--- src/rtl/ex_div_pkg.sv ---
// ex_div_pkg -- shared constants for the EX-stage divider.
//   State encodings, result/ready constants, iteration count, and a helper
//   that returns the magnitude of a two's-complement operand.
package ex_div_pkg;

   localparam logic [1:0]  DIV_FREE          = 2'b00;
   localparam logic [1:0]  DIV_BY_ZERO       = 2'b01;
   localparam logic [1:0]  DIV_ON            = 2'b10;
   localparam logic [1:0]  DIV_END           = 2'b11;

   localparam logic        DIV_READY         = 1'b1;
   localparam logic        DIV_NOT_READY     = 1'b0;
   localparam logic [63:0] DIV_ZERO_RESULT   = 64'h0;
   localparam logic [5:0]  DIV_ITERATIONS    = 6'd32;

   // Magnitude of v when signed interpretation is requested; 0x80000000 maps
   // to itself, which is the correct unsigned magnitude.
   function automatic logic [31:0] abs32(input logic [31:0] v, input logic is_signed);
      return (is_signed && v[31]) ? (~v + 32'd1) : v;
   endfunction

   function automatic logic [31:0] neg_if(input logic [31:0] v, input logic neg);
      return neg ? (~v + 32'd1) : v;
   endfunction

endpackage

--- src/rtl/ex_div.sv ---
// ex_div -- 32-bit restoring divider for the EX stage (DIV / DIVU).
//   One quotient bit per cycle; sign handled by dividing magnitudes and
//   fixing up the result at the end.
// Ports:
//   clk              sole clock
//   rst              synchronous active-high reset
//   div_start        divide request, held until ready
//   div_signed       1 = DIV, 0 = DIVU (sampled at acceptance)
//   div_annul        abort, return to idle
//   opdata1/opdata2  dividend / divisor (sampled at acceptance)
//   div_result       {remainder, quotient}, valid while ready
//   ready            result valid (registered)
//   stallreq_for_div pipeline stall request (combinational)
//
// state       | meaning
// ------------+------------------------------------------------
// DIV_FREE    | idle, waiting for div_start
// DIV_BY_ZERO | divisor was zero, result forced to 0
// DIV_ON      | iterating, one restoring step per cycle
// DIV_END     | result presented, wait for div_start to drop
module ex_div
   import ex_div_pkg::*;
(
   input  logic        clk,
   input  logic        rst,
   input  logic        div_start,
   input  logic        div_signed,
   input  logic        div_annul,
   input  logic [31:0] opdata1,
   input  logic [31:0] opdata2,
   output logic [63:0] div_result,
   output logic        ready,
   output logic        stallreq_for_div
);

   logic [1:0]  state_q;
   logic [5:0]  cnt_q;
   logic [31:0] rem_q;
   logic [31:0] quo_q;
   logic [31:0] divisor_q;
   logic        neg_quot_q;
   logic        neg_rem_q;

   logic [32:0] shifted;
   logic [32:0] diff;
   logic        take;

   // quo_q starts as the dividend and fills with quotient bits from the
   // bottom as the dividend bits shift out into the partial remainder.
   assign shifted = {rem_q, quo_q[31]};
   assign diff    = shifted - {1'b0, divisor_q};
   assign take    = ~diff[32];

   assign stallreq_for_div = div_start & (state_q != DIV_END);

   always_ff @(posedge clk) begin
      if (rst) begin
         state_q    <= DIV_FREE;
         cnt_q      <= '0;
         rem_q      <= '0;
         quo_q      <= '0;
         divisor_q  <= '0;
         neg_quot_q <= 1'b0;
         neg_rem_q  <= 1'b0;
         ready      <= DIV_NOT_READY;
         div_result <= DIV_ZERO_RESULT;
      end else if (div_annul) begin
         state_q    <= DIV_FREE;
         cnt_q      <= '0;
         ready      <= DIV_NOT_READY;
         div_result <= DIV_ZERO_RESULT;
      end else begin
         case (state_q)
            DIV_FREE: begin
               if (div_start) begin
                  neg_quot_q <= div_signed & (opdata1[31] ^ opdata2[31]);
                  neg_rem_q  <= div_signed & opdata1[31];
                  quo_q      <= abs32(opdata1, div_signed);
                  divisor_q  <= abs32(opdata2, div_signed);
                  rem_q      <= '0;
                  cnt_q      <= '0;
                  state_q    <= (opdata2 == 32'h0) ? DIV_BY_ZERO : DIV_ON;
               end
            end
            DIV_BY_ZERO: begin
               state_q    <= DIV_END;
               ready      <= DIV_READY;
               div_result <= DIV_ZERO_RESULT;
            end
            DIV_ON: begin
               if (cnt_q == DIV_ITERATIONS) begin
                  state_q    <= DIV_END;
                  ready      <= DIV_READY;
                  div_result <= {neg_if(rem_q, neg_rem_q), neg_if(quo_q, neg_quot_q)};
               end else begin
                  rem_q <= take ? diff[31:0] : shifted[31:0];
                  quo_q <= {quo_q[30:0], take};
                  cnt_q <= cnt_q + 6'd1;
               end
            end
            DIV_END: begin
               if (!div_start) begin
                  state_q    <= DIV_FREE;
                  ready      <= DIV_NOT_READY;
                  div_result <= DIV_ZERO_RESULT;
               end
            end
            default: state_q <= DIV_FREE;
         endcase
      end
   end

endmodule
--- config.mk ---
export PLATFORM = sky130hd
export DESIGN_NAME = ex_div
export DESIGN_NICKNAME = d
export VERILOG_FILES = /design/src/rtl/ex_div_pkg.sv /design/src/rtl/ex_div.sv
export SDC_FILE = /design/constraint.sdc
export NUM_CORES = 1
export LEC_CHECK = 0
export BUFFER_PORTS_ARGS = -buffer_cell sky130_fd_sc_hd__buf_2
export CORE_UTILIZATION = 45
export CTS_BUF_LIST = sky130_fd_sc_hd__clkbuf_2 sky130_fd_sc_hd__clkbuf_4 sky130_fd_sc_hd__clkbuf_8
export DETAILED_ROUTE_END_ITERATION = 16
export GPL_ROUTABILITY_DRIVEN = 0
export PLACE_DENSITY = 0.76
export SLEW_MARGIN = 40
export SYNTH_ARGS = -nofsm -noshare
export SYNTH_HDL_FRONTEND = slang
export SYNTH_SLANG_ARGS = --single-unit
--- constraint.sdc ---
create_clock -name clk -period 4.42 [get_ports clk]
set_input_delay 0.442 -clock clk [delete_from_list [all_inputs] [get_ports clk]]
set_output_delay 0.442 -clock clk [all_outputs]
set_load 0.02 [all_outputs]
==> reports/metrics.yaml, run 1 <==
run_status:
  status: "complete, no violations"
floorplanning:
  num_io_pins: 135
  initial_core_util: 0.460
  rows: 56
  die-area_um2: 24700
  die_h_um: 157
  die_w_um: 157
  core_um2: 23500
worst_setup_path:
  startpoint_type: "flip-flop"
  max_stage_delay_ns: 0.52
  r2r_setup_slack_ns: 0.75
  worstSetupEndpointType: "flip-flop"
  r2r_start: "quo_q[31]"
  critPathArrivalTime_ns: 4.05
  worstPathMaxFanout: 18
  worst-path-stages: 14
  reg2regPathDepth: 14
  required_ns: 4.81
  crit_family: "simple AND/OR/NAND/NOR gates"
  worst_path_max_delay_cell: "nand4bb_2"
  worstPathCellList: "inv_1 -> ha_1 -> fa_1 -> nor2b_1 -> o2111ai_1 -> a31oi_1 -> buf_4 -> a311o_1 -> nand4_1 -> nand4_1 -> nand4bb_2 -> buf_4 -> mux2i_1 -> o21ai_0"
  r2r_end: "rem_q[15]"
  critical_path_class: "flip-flop to flip-flop"
  path_buf_inv: 3
cts:
  root_buffer: "clkbuf_8"
  htree_levels: 4
  cts_hold_buf: 0
  clock_latency_ns: 0.48
  cts_resized: 0
  post_cts_buffers: 0
  clk_pin_slew_ns: 0.09
  tritoncts: "done"
  clockBufferDepth: 2
  cts_buffers: 17
  cts.sinks: 171
sta:
  setup_viol: 0
  final-hold-violation-count: 0
  finalCriticalPeriod_ns: 3.67
  fin_crit_sh: 0.830
  rsz0062_at_grt: "false"
  fin_ws_ns: 0.752
  relSlewSlack: 0.513
  tightest_slew_ns: 0.730
  fin_skew_ns: 0.0181
  fmax_ghz: 0.273
  final.setup.tns_ns: 0
  slew_viol_final: 0
power_and_ir_drop:
  vdd_drop_max_mv: 0.172
  p_leak_uw: 0.00489
  p_per_area_nw_per_um2: 289
cells_and_area:
  drive_gt1_frac: 0.135
  nNetsFinal: 1618
  layout_common_cells: "206 x nand2_1, 171 x dfxtp_1, 139 x nor2_1, 134 x buf_2, 106 x a21oi_1"
  final_common_cell: "nand2_1"
  area_delta_synth_final_pct: 12.3
  fillers: 2309
logic_synthesis:
  async_flop_share: 0
  syn_avg_cell_area_um2: 7.65
  yosysSeqAreaShare: 0.316
  synth_cells: 1415
  syn_area_um2: 10800
  syn_nets: 1527
  synth-edff-count: 0
  yosys_warnings: 0
  synth_cell_types: 63
  synthFlopType: "dfxtp_1"
  ys_ff_latch: 171
min_path:
  min_path_type: "input port to flip-flop"
  min_path_cells: 3
  min_from: "opdata2[1]"
  min_to: "divisor_q[1]"
detailed_routing:
  finalWirelength_mm: 29.1
  dr.pass1.iters: 5
  via_count: 10300
  drc: 0
  routedWlPerCell_um: 15.8
  initialDrtViolationCount: 975
  ant_nets: 0
  vias_per_cell: 5.62
place:
  io_buffers: 134
  post-dp-hpwl_mm: 21.8
  pre_cts_slack_ns: 0.787
grt:
  antenna_found_initial: 2
  grt_max_degree: 79
  grt_pass1_wl_mm: 46.7
  grt_overflow: 0
  grt_pass1_vias: 9202
  grt_use_total: 0.234
flow_run:
  drv_cap: 0
[where the power goes]
part           switching, µW  internal, µW  leakage (µW)
sequential              56.9          1590       0.00139
clock                    633           482      0.000191
combinational            467           286       0.00331
total                   1160          2360       0.00489
[flip-flops by register name, indices dropped and copies added, names as in the netlist]
signal,cells
div_result,64
divisor_q,32
quo_q,32
rem_q,32
cnt_q,6
state_q,2
neg_quot_q,1
neg_rem_q,1
ready,1
[cell type report]
cell class | instances | area (µm²) | share of cell area
sequential | 171 | 3420 | 0.282
timing repair buffer | 150 | 798 | 0.0657
inverter | 55 | 206 | 0.0170
tap | 319 | 399 | 0.0328
multi-input combinational | 1111 | 6930 | 0.570
clock inverter | 13 | 133 | 0.0109
antenna | 2 | 5.00 | 0.000412
clock buffer | 19 | 255 | 0.0210
[kinds of logic (layout without fill, tap and decap cells)]
family	after synthesis	in the layout	share of synthesized area
AND/OR/NAND/NOR	492	492	0.205
buffers and inverters	133	237	0.0467
AO/OA/AOI/OAI	398	398	0.234
adder cells (fa/ha/maj)	43	43	0.0504
flip-flops	171	171	0.316
multiplexers	30	30	0.0277
XOR/XNOR	148	148	0.120
other	0	2	0
[per-layer routing]
metal	up-vias	global-route usage	share of wire
met3	45	0.0454	0.071
met5	-	0	0
li1	5180	-	-
met2	386	0.345	0.42
met1	4727	0.342	0.49
met4	0	0.0717	0.017
[tightest hold or removal path, cell delays in order]
cell	delay, ns
buf_2	0.12
nand2_1	0.06
a311oi_1	0.08
[Yosys cell counts, types with 7 or more instances]
cell	number	area share
xor2_1	61	0.049
o21a_1	7	0.0049
or3_1	16	0.0092
a21oi_1	106	0.049
nor4_1	10	0.0058
a31oi_1	10	0.0058
xnor2_1	87	0.070
nor2_1	142	0.049
a211oi_1	29	0.020
o41ai_1	20	0.016
ha_1	42	0.049
o31ai_1	27	0.019
nor3_1	18	0.0083
nand3_1	23	0.011
clkbuf_1	68	0.024
nand4_1	11	0.0064
or4_1	10	0.0069
nor2b_1	8	0.0046
a22oi_1	49	0.034
nand2_1	207	0.072
a21o_1	20	0.014
inv_1	55	0.019
o21ai_0	99	0.046
nand2b_1	17	0.0098
dfxtp_1	171	0.32
mux2i_1	30	0.028
[worst max path at each step]
stage                     startpoint   endpoint  slack, ns
after floorplan            quo_q[31]  rem_q[13]       1.28
after global placement     quo_q[31]  rem_q[11]       0.92
after detailed placement   quo_q[31]  rem_q[26]       0.79
after CTS                  quo_q[31]  rem_q[26]       0.78
after global routing       quo_q[31]  rem_q[18]       0.46
final                      quo_q[31]  rem_q[15]       0.75
[through the flow]
stage,util,area [µm²],total power [µW],hold WS [ns],instances
after global placement,0.498,11700,2400,0.438,1805
after floorplan,-,10800,2200,0.432,1415
after global routing,0.516,12100,3680,0.265,1839
after detailed placement,0.498,11700,2420,0.443,1805
after CTS,0.515,12100,3510,0.255,1837
final,0.516,12200,3510,0.275,1840
Note: power is estimated with default switching activity, not from simulation.
==> run 2, diff against run 1 <==
==> constraint.sdc (replaced) <==
create_clock -name clk -period 3.7 [get_ports clk]
set_input_delay 0.37 -clock clk [delete_from_list [all_inputs] [get_ports clk]]
set_output_delay 0.37 -clock clk [all_outputs]
set_load 0.02 [all_outputs]
==> run 2 against run 1 <==
Effect of this change:
- sequential power grew 19%
- register-to-register slack lost 0.32 ns
- critical endpoint is now quo_q[0]
- critical path type unchanged
- core utilization rose by 0.064 points
==> reports/metrics.yaml, run 2 (synthesis gave the netlist of run 1 again) <==
place:
  io_buffers: 134  # unchanged
  post-dp-hpwl_mm: 21.5  # -1.2%
cts:
  cts_resized: 0  # unchanged
  clk_pin_slew_ns: 0.09  # about the same
  cts_hold_buf: 0  # unchanged
  root_buffer: "clkbuf_8"
  clockBufferDepth: 2  # unchanged
  cts.sinks: 171  # unchanged
  post_cts_buffers: 0  # unchanged
  clock_latency_ns: 0.47  # about the same
  htree_levels: 4  # unchanged
  cts_buffers: 17  # unchanged
  tritoncts: "done"
sta:
  rsz0062_at_grt: "false"
  tightest_slew_ns: 0.718  # -0.0117 ns
  final.setup.tns_ns: 0  # unchanged
  finalCriticalPeriod_ns: 3.26  # -0.404 ns
  setup_viol: 0  # unchanged
  fin_crit_sh: 0.882  # +0.0523
  worst_hold_slack_ns: 0.193  # -0.0813 ns
  fin_skew_ns: 0.0150  # -0.00318 ns
  relSlewSlack: 0.521  # +0.00779
  final-hold-violation-count: 0  # unchanged
  fmax_ghz: 0.306  # +12%
  slew_viol_final: 0  # unchanged
power_and_ir_drop:
  pwr-share-comb: 0.215  # about the same
  p_per_area_nw_per_um2: 344  # +19%
  pwr-share-clk: 0.316  # about the same
  p_seq_frac: 0.470  # about the same
  p_sw_frac: 0.328  # -0.00113
  internal_power_uw: 2810  # +19%
  p_leak_uw: 0.00489  # about the same
  vdd_drop_max_mv: 0.228  # +33%
  switching_power_uw: 1370  # +19%
cells_and_area:
  drive_gt1_frac: 0.136  # +0.00114
  area_delta_synth_final_pct: 12.4
  nNetsFinal: 1620  # +0.12%
  top_register: "div_result"
  layout_common_cells: "206 x nand2_1, 171 x dfxtp_1, 139 x nor2_1, 134 x buf_2, 106 x a21oi_1"
  fillers: 2281  # -1.2%
  final_common_cell: "nand2_1"
  largest_register_ffs: 64  # unchanged
  n_antenna_cell: 0  # -2
worst_setup_path:
  worst_path_max_delay_cell: "dfxtp_1"
  reg2regPathDepth: 14  # unchanged
  startpoint_type: "flip-flop"
  worstPathMaxFanout: 36  # +18
  critical_path_class: "flip-flop to flip-flop"
  required_ns: 4.07  # -0.74 ns
  critPathArrivalTime_ns: 3.63  # -0.42 ns
  worstSetupEndpointType: "flip-flop"
  worstPathCellList: "inv_1 -> ha_1 -> fa_1 -> nor2b_1 -> o2111ai_1 -> a31oi_1 -> buf_4 -> a311o_1 -> nand4_1 -> a21oi_1 -> nand4bb_2 -> buf_12 -> nand2_1 -> a221oi_1"
  max_stage_delay_ns: 0.41  # -0.11 ns
detailed_routing:
  finalWirelength_mm: 28.8  # -0.76%
  top_layer: "met4"
  met2_length_mm: 12.0  # -1.5%
  initialDrtViolationCount: 853  # -13%
  ant_nets: 0  # unchanged
  drc: 0  # unchanged
  met3_length_mm: 2.14  # +3.3%
  routedWlPerCell_um: 15.7  # -0.76%
  dr.pass1.iters: 5  # unchanged
  vias_per_cell: 5.60  # -0.27%
  drt-met1-wl_mm: 14.2  # -0.53%
  via_count: 10300  # -0.27%
floorplanning:
  die_w_um: 157  # unchanged
  die_h_um: 157  # unchanged
  num_io_pins: 135  # unchanged
  rows: 56  # unchanged
  die-area_um2: 24700  # unchanged
  core_um2: 23500  # unchanged
  initial_core_util: 0.460  # unchanged
grt:
  grt_overflow: 0  # unchanged
  antenna_found_initial: 0  # -2
  grt_pass1_vias: 9134  # -0.74%
  grt_use_total: 0.233  # -0.00117
  grt_pass1_wl_mm: 46.3  # -0.86%
  grt_max_degree: 80  # +1.3%
min_path:
  min_path_type: "input port to flip-flop"
  min_path_cells: 3  # unchanged
run_status:
  status: "complete, no violations"
flow_run:
  drv_cap: 0  # unchanged
[run 2: cell count changes in the layout (fill, tap and decap cells not counted)]
| cell | previous run | this run |
|---|---|---|
| buf_4 | 15 | 17 |
| diode_2 | 2 | 0 |
| buf_12 | 0 | 1 |
| buf_8 | 1 | 0 |
| clkinv_2 | 1 | 0 |
| clkinv_4 | 2 | 3 |
| clkinvlp_4 | 3 | 4 |
| inv_8 | 2 | 1 |
[run 2: critical path, delay by kind of cell (launching register included)]
family / cells / cell delay (ns)
DFF: 1 / 0.41
AOI/OAI and AO/OA: 5 / 1.01
and+or+nand+nor: 4 / 0.61
adders and majority gates: 2 / 0.63
buffers and inverters: 3 / 0.50
[run 2: metrics by stage]
step | std cells | total power, µW | instance area [µm²] | setup slack, ns | util
global placement | 1808 | 2870 | 11800 | 0.687 | 0.500
global route | 1840 | 4390 | 12200 | 0.151 | 0.517
detailed placement | 1808 | 2890 | 11800 | 0.538 | 0.500
floorplan | 1415 | 2630 | 10800 | 0.560 | -
CTS | 1840 | 4190 | 12200 | 0.483 | 0.516
finish | 1840 | 4190 | 12200 | 0.436 | 0.517
[run 2: worst paths after layout]
check	startpoint	end	slack, ns
setup / recovery	quo_q[31]	quo_q[0]	0.44
hold / removal	opdata2[1]	divisor_q[1]	0.19
setup reg to reg	quo_q[31]	quo_q[0]	0.44
hold reg to reg	div_result[34]	div_result[34]	0.45
[run 2: final cells by class]
type / instances / area [µm²] / area share
inverters: 55 / 206 / 0.0170
well taps: 319 / 399 / 0.0328
multi-input cells: 1111 / 6930 / 0.570
flip-flops and latches: 171 / 3420 / 0.281
repair buffers: 152 / 818 / 0.0673
clock buffers: 19 / 255 / 0.0210
clock inverters: 13 / 133 / 0.0109
[run 2: power groups by stage]
stage | clock network [µW] | registers [µW] | logic [µW]
2_1_floorplan | 0 | 1980 | 648
4_1_cts | 1340 | 1960 | 887
3_5_place_dp | 0 | 2010 | 885
5_1_grt | 1420 | 1970 | 999
6_report | 1320 | 1970 | 899
3_3_place_gp | 0 | 2000 | 869
[run 2: layer usage]
metal | vias up | GRT usage
li1 | 5177 | -
met5 | - | 0
met3 | 38 | 0.0410
met2 | 383 | 0.342
met4 | 0 | 0.0693
met1 | 4712 | 0.344
==> run 3, diff against run 2 <==
--- a/config.mk
+++ b/config.mk
@@ -5,12 +5,12 @@
 export SDC_FILE = /design/constraint.sdc
 export NUM_CORES = 1
 export LEC_CHECK = 0
-export BUFFER_PORTS_ARGS = -buffer_cell sky130_fd_sc_hd__buf_2
 export CORE_UTILIZATION = 45
 export CTS_BUF_LIST = sky130_fd_sc_hd__clkbuf_2 sky130_fd_sc_hd__clkbuf_4 sky130_fd_sc_hd__clkbuf_8
 export DETAILED_ROUTE_END_ITERATION = 16
+export DONT_BUFFER_PORTS = 1
 export GPL_ROUTABILITY_DRIVEN = 0
-export PLACE_DENSITY = 0.76
+export PLACE_DENSITY = 0.72
 export SLEW_MARGIN = 40
 export SYNTH_ARGS = -nofsm -noshare
 export SYNTH_HDL_FRONTEND = slang
==> run 3 against run 2 <==
Effect of this change:
- total power down 0.35%
- flip-flop and latch count did not move
- sequential share of layout area rose by 1.5 points
- combinational power fell by 7.2%
- critical path depth shrank 1
- cell count is 7.3% lower
- critical path type unchanged
- critical endpoint unchanged
- die area unchanged
==> reports/metrics.yaml, run 3 (synthesis gave the netlist of run 1 again) <==
cells_and_area:
  nNetsFinal: 1486  # -8.3%
  area_delta_synth_final_pct: 6.72
  postLayoutCellArea_um2: 11500  # -5.1%
  top_register: "div_result"
  layout_common_cells: "206 x nand2_1, 171 x dfxtp_1, 140 x nor2_1, 106 x a21oi_1, 99 x o21ai_0"
  drive_gt1_frac: 0.0512  # -0.0849
  final_common_cell: "nand2_1"
  n_antenna_cell: 0  # unchanged
  stdcell_count: 1705  # -7.3%
  largest_register_ffs: 64  # unchanged
  fillers: 2338  # +2.5%
cts:
  clockBufferDepth: 2  # unchanged
  htree_levels: 4  # unchanged
  clk_pin_slew_ns: 0.09  # about the same
  clock_latency_ns: 0.47  # about the same
  cts_buffers: 17  # unchanged
  cts.sinks: 171  # unchanged
  post_cts_buffers: 0  # unchanged
  root_buffer: "clkbuf_8"
  tritoncts: "done"
worst_setup_path:
  worstPathMaxFanout: 36  # unchanged
  worst-path-stages: 13  # -1
  crit_family: "compound AO/OA/AOI/OAI gates"
  critPathArrivalTime_ns: 3.51  # -0.12 ns
  crit_path_start: "quo_q[31]"
  startpoint_type: "flip-flop"
  r2r_start: "quo_q[31]"
  critical_path_class: "flip-flop to flip-flop"
  reg2regPathDepth: 13  # -1
  worst_path_max_delay_cell: "fa_1"
  worstPathCellList: "inv_1 -> ha_1 -> fa_1 -> nor2b_1 -> o2111ai_1 -> a31oi_1 -> a311o_1 -> nand4_1 -> a21oi_1 -> nand4bb_2 -> buf_12 -> nand2_1 -> a221oi_1"
  worstSetupEndpointType: "flip-flop"
  path_buf_inv: 2  # -1
  required_ns: 4.07  # about the same
  max_stage_delay_ns: 0.40  # about the same
floorplanning:
  initial_core_util: 0.460  # unchanged
  rows: 56  # unchanged
  num_io_pins: 135  # unchanged
  core_um2: 23500  # unchanged
  die_w_um: 157  # unchanged
  die-area_um2: 24700  # unchanged
  die_h_um: 157  # unchanged
grt:
  grt_overflow: 0  # unchanged
  antenna_found_initial: 0  # unchanged
  grt_pass1_wl_mm: 45.8  # -1.2%
  grt_use_total: 0.232  # -0.00114
  grt_max_degree: 80  # unchanged
  grt_pass1_vias: 8831  # -3.3%
min_path:
  min_path_cells: 2  # -1
  min_path_type: "input port to flip-flop"
  min_from: "opdata2[31]"
sta:
  final.setup.tns_ns: 0  # unchanged
  relSlewSlack: 0.459  # -0.0622
  fin_skew_ns: 0.0149  # -0.0000381 ns
  fmax_ghz: 0.318  # +3.8%
  setup_viol: 0  # unchanged
  finalCriticalPeriod_ns: 3.15  # -0.119 ns
  tightest_slew_ns: 0.811  # +0.0923 ns
  slew_viol_final: 0  # unchanged
  rsz0062_at_grt: "false"
  fin_crit_sh: 0.850  # -0.0321
  final-hold-violation-count: 0  # unchanged
detailed_routing:
  ant_nets: 0  # unchanged
  finalWirelength_mm: 28.7  # -0.46%
  routedWlPerCell_um: 16.8  # +7.4%
  dr.pass1.iters: 5  # unchanged
  drt-met1-wl_mm: 13.7  # -3.7%
  met2_length_mm: 11.8  # -2.1%
  met3_length_mm: 2.84  # +33%
  top_layer: "met4"
  drc: 0  # unchanged
  initialDrtViolationCount: 667  # -22%
  via_count: 9794  # -5.0%
  vias_per_cell: 5.74  # +2.5%
power_and_ir_drop:
  p_leak_uw: 0.00428  # -13%
  vdd_drop_max_mv: 0.175  # -24%
  p_per_area_nw_per_um2: 361  # +5.0%
place:
  io_buffers: 0  # -100%
  placed_area_um2: 11100  # -5.6%
  post-dp-hpwl_mm: 21.6  # +0.44%
  dp_cells: 1673  # -7.5%
run_status:
  status: "complete, no violations"
flow_run:
  drv_cap: 0  # unchanged
## run 3: cell count changes in the layout (fill, tap and decap cells not counted)
cell	previous run	this run
buf_16	0	2
buf_2	134	0
buf_4	17	15
bufinv_16	1	2
clkbuf_4	1	0
clkinv_4	3	2
inv_6	4	3
inv_8	1	2
nor2_1	139	140
nor2_2	2	1
## run 3: final timing paths
path / end / slack (ns)
max reg2reg: quo_q[0] / 0.55
min reg2reg: divisor_q[31] / 0.46
min: divisor_q[31] / 0.06
max: quo_q[0] / 0.55
## run 3: per-layer routing
metal	vias to the layer above	global-route usage
li1	4905	-
met1	4488	0.338
met2	369	0.336
met3	32	0.0608
met4	0	0.0573
met5	-	0
## run 3: per-stage QoR
step	setup WS (ns)	hold slack (ns)	power [µW]	util
after floorplan	0.560	0.432	2630	-
after global placement	0.677	0.436	2790	0.470
after detailed placement	0.616	0.443	2810	0.472
after CTS	0.551	0.0368	4180	0.490
after global routing	0.273	0.0522	4370	0.491
final	0.555	0.0597	4170	0.491
## run 3: worst register-to-register path, stage by stage (launching register included)
cell and delay (ns):
dfxtp_1 0.39, inv_1 0.07, ha_1 0.22, fa_1 0.40
nor2b_1 0.18, o2111ai_1 0.14, a31oi_1 0.30, a311o_1 0.25
nand4_1 0.15, a21oi_1 0.15, nand4bb_2 0.17, buf_12 0.25
nand2_1 0.11, a221oi_1 0.27
## run 3: repair_timing
item | 4_1_cts | 5_1_grt
endpoints found under the hold margin | 66 | 0
gates resized for setup | 0 | 0
hold buffers | 1 | 0
## run 3: where the power goes
group          switching, µW  internal, µW  leakage (µW)
Sequential              69.2          1900       0.00139
Clock                    739           631      0.000192
Combinational            511           322       0.00270
## run 3: area by class of cell
type	instances	area, µm²	share of cell area
clock buffer	18	248	0.0215
clock inverter	13	156	0.0135
inverter	55	206	0.0179
multi-input combinational	1111	6930	0.600
sequential	171	3420	0.296
tap	319	399	0.0346
timing repair buffer	18	188	0.0163
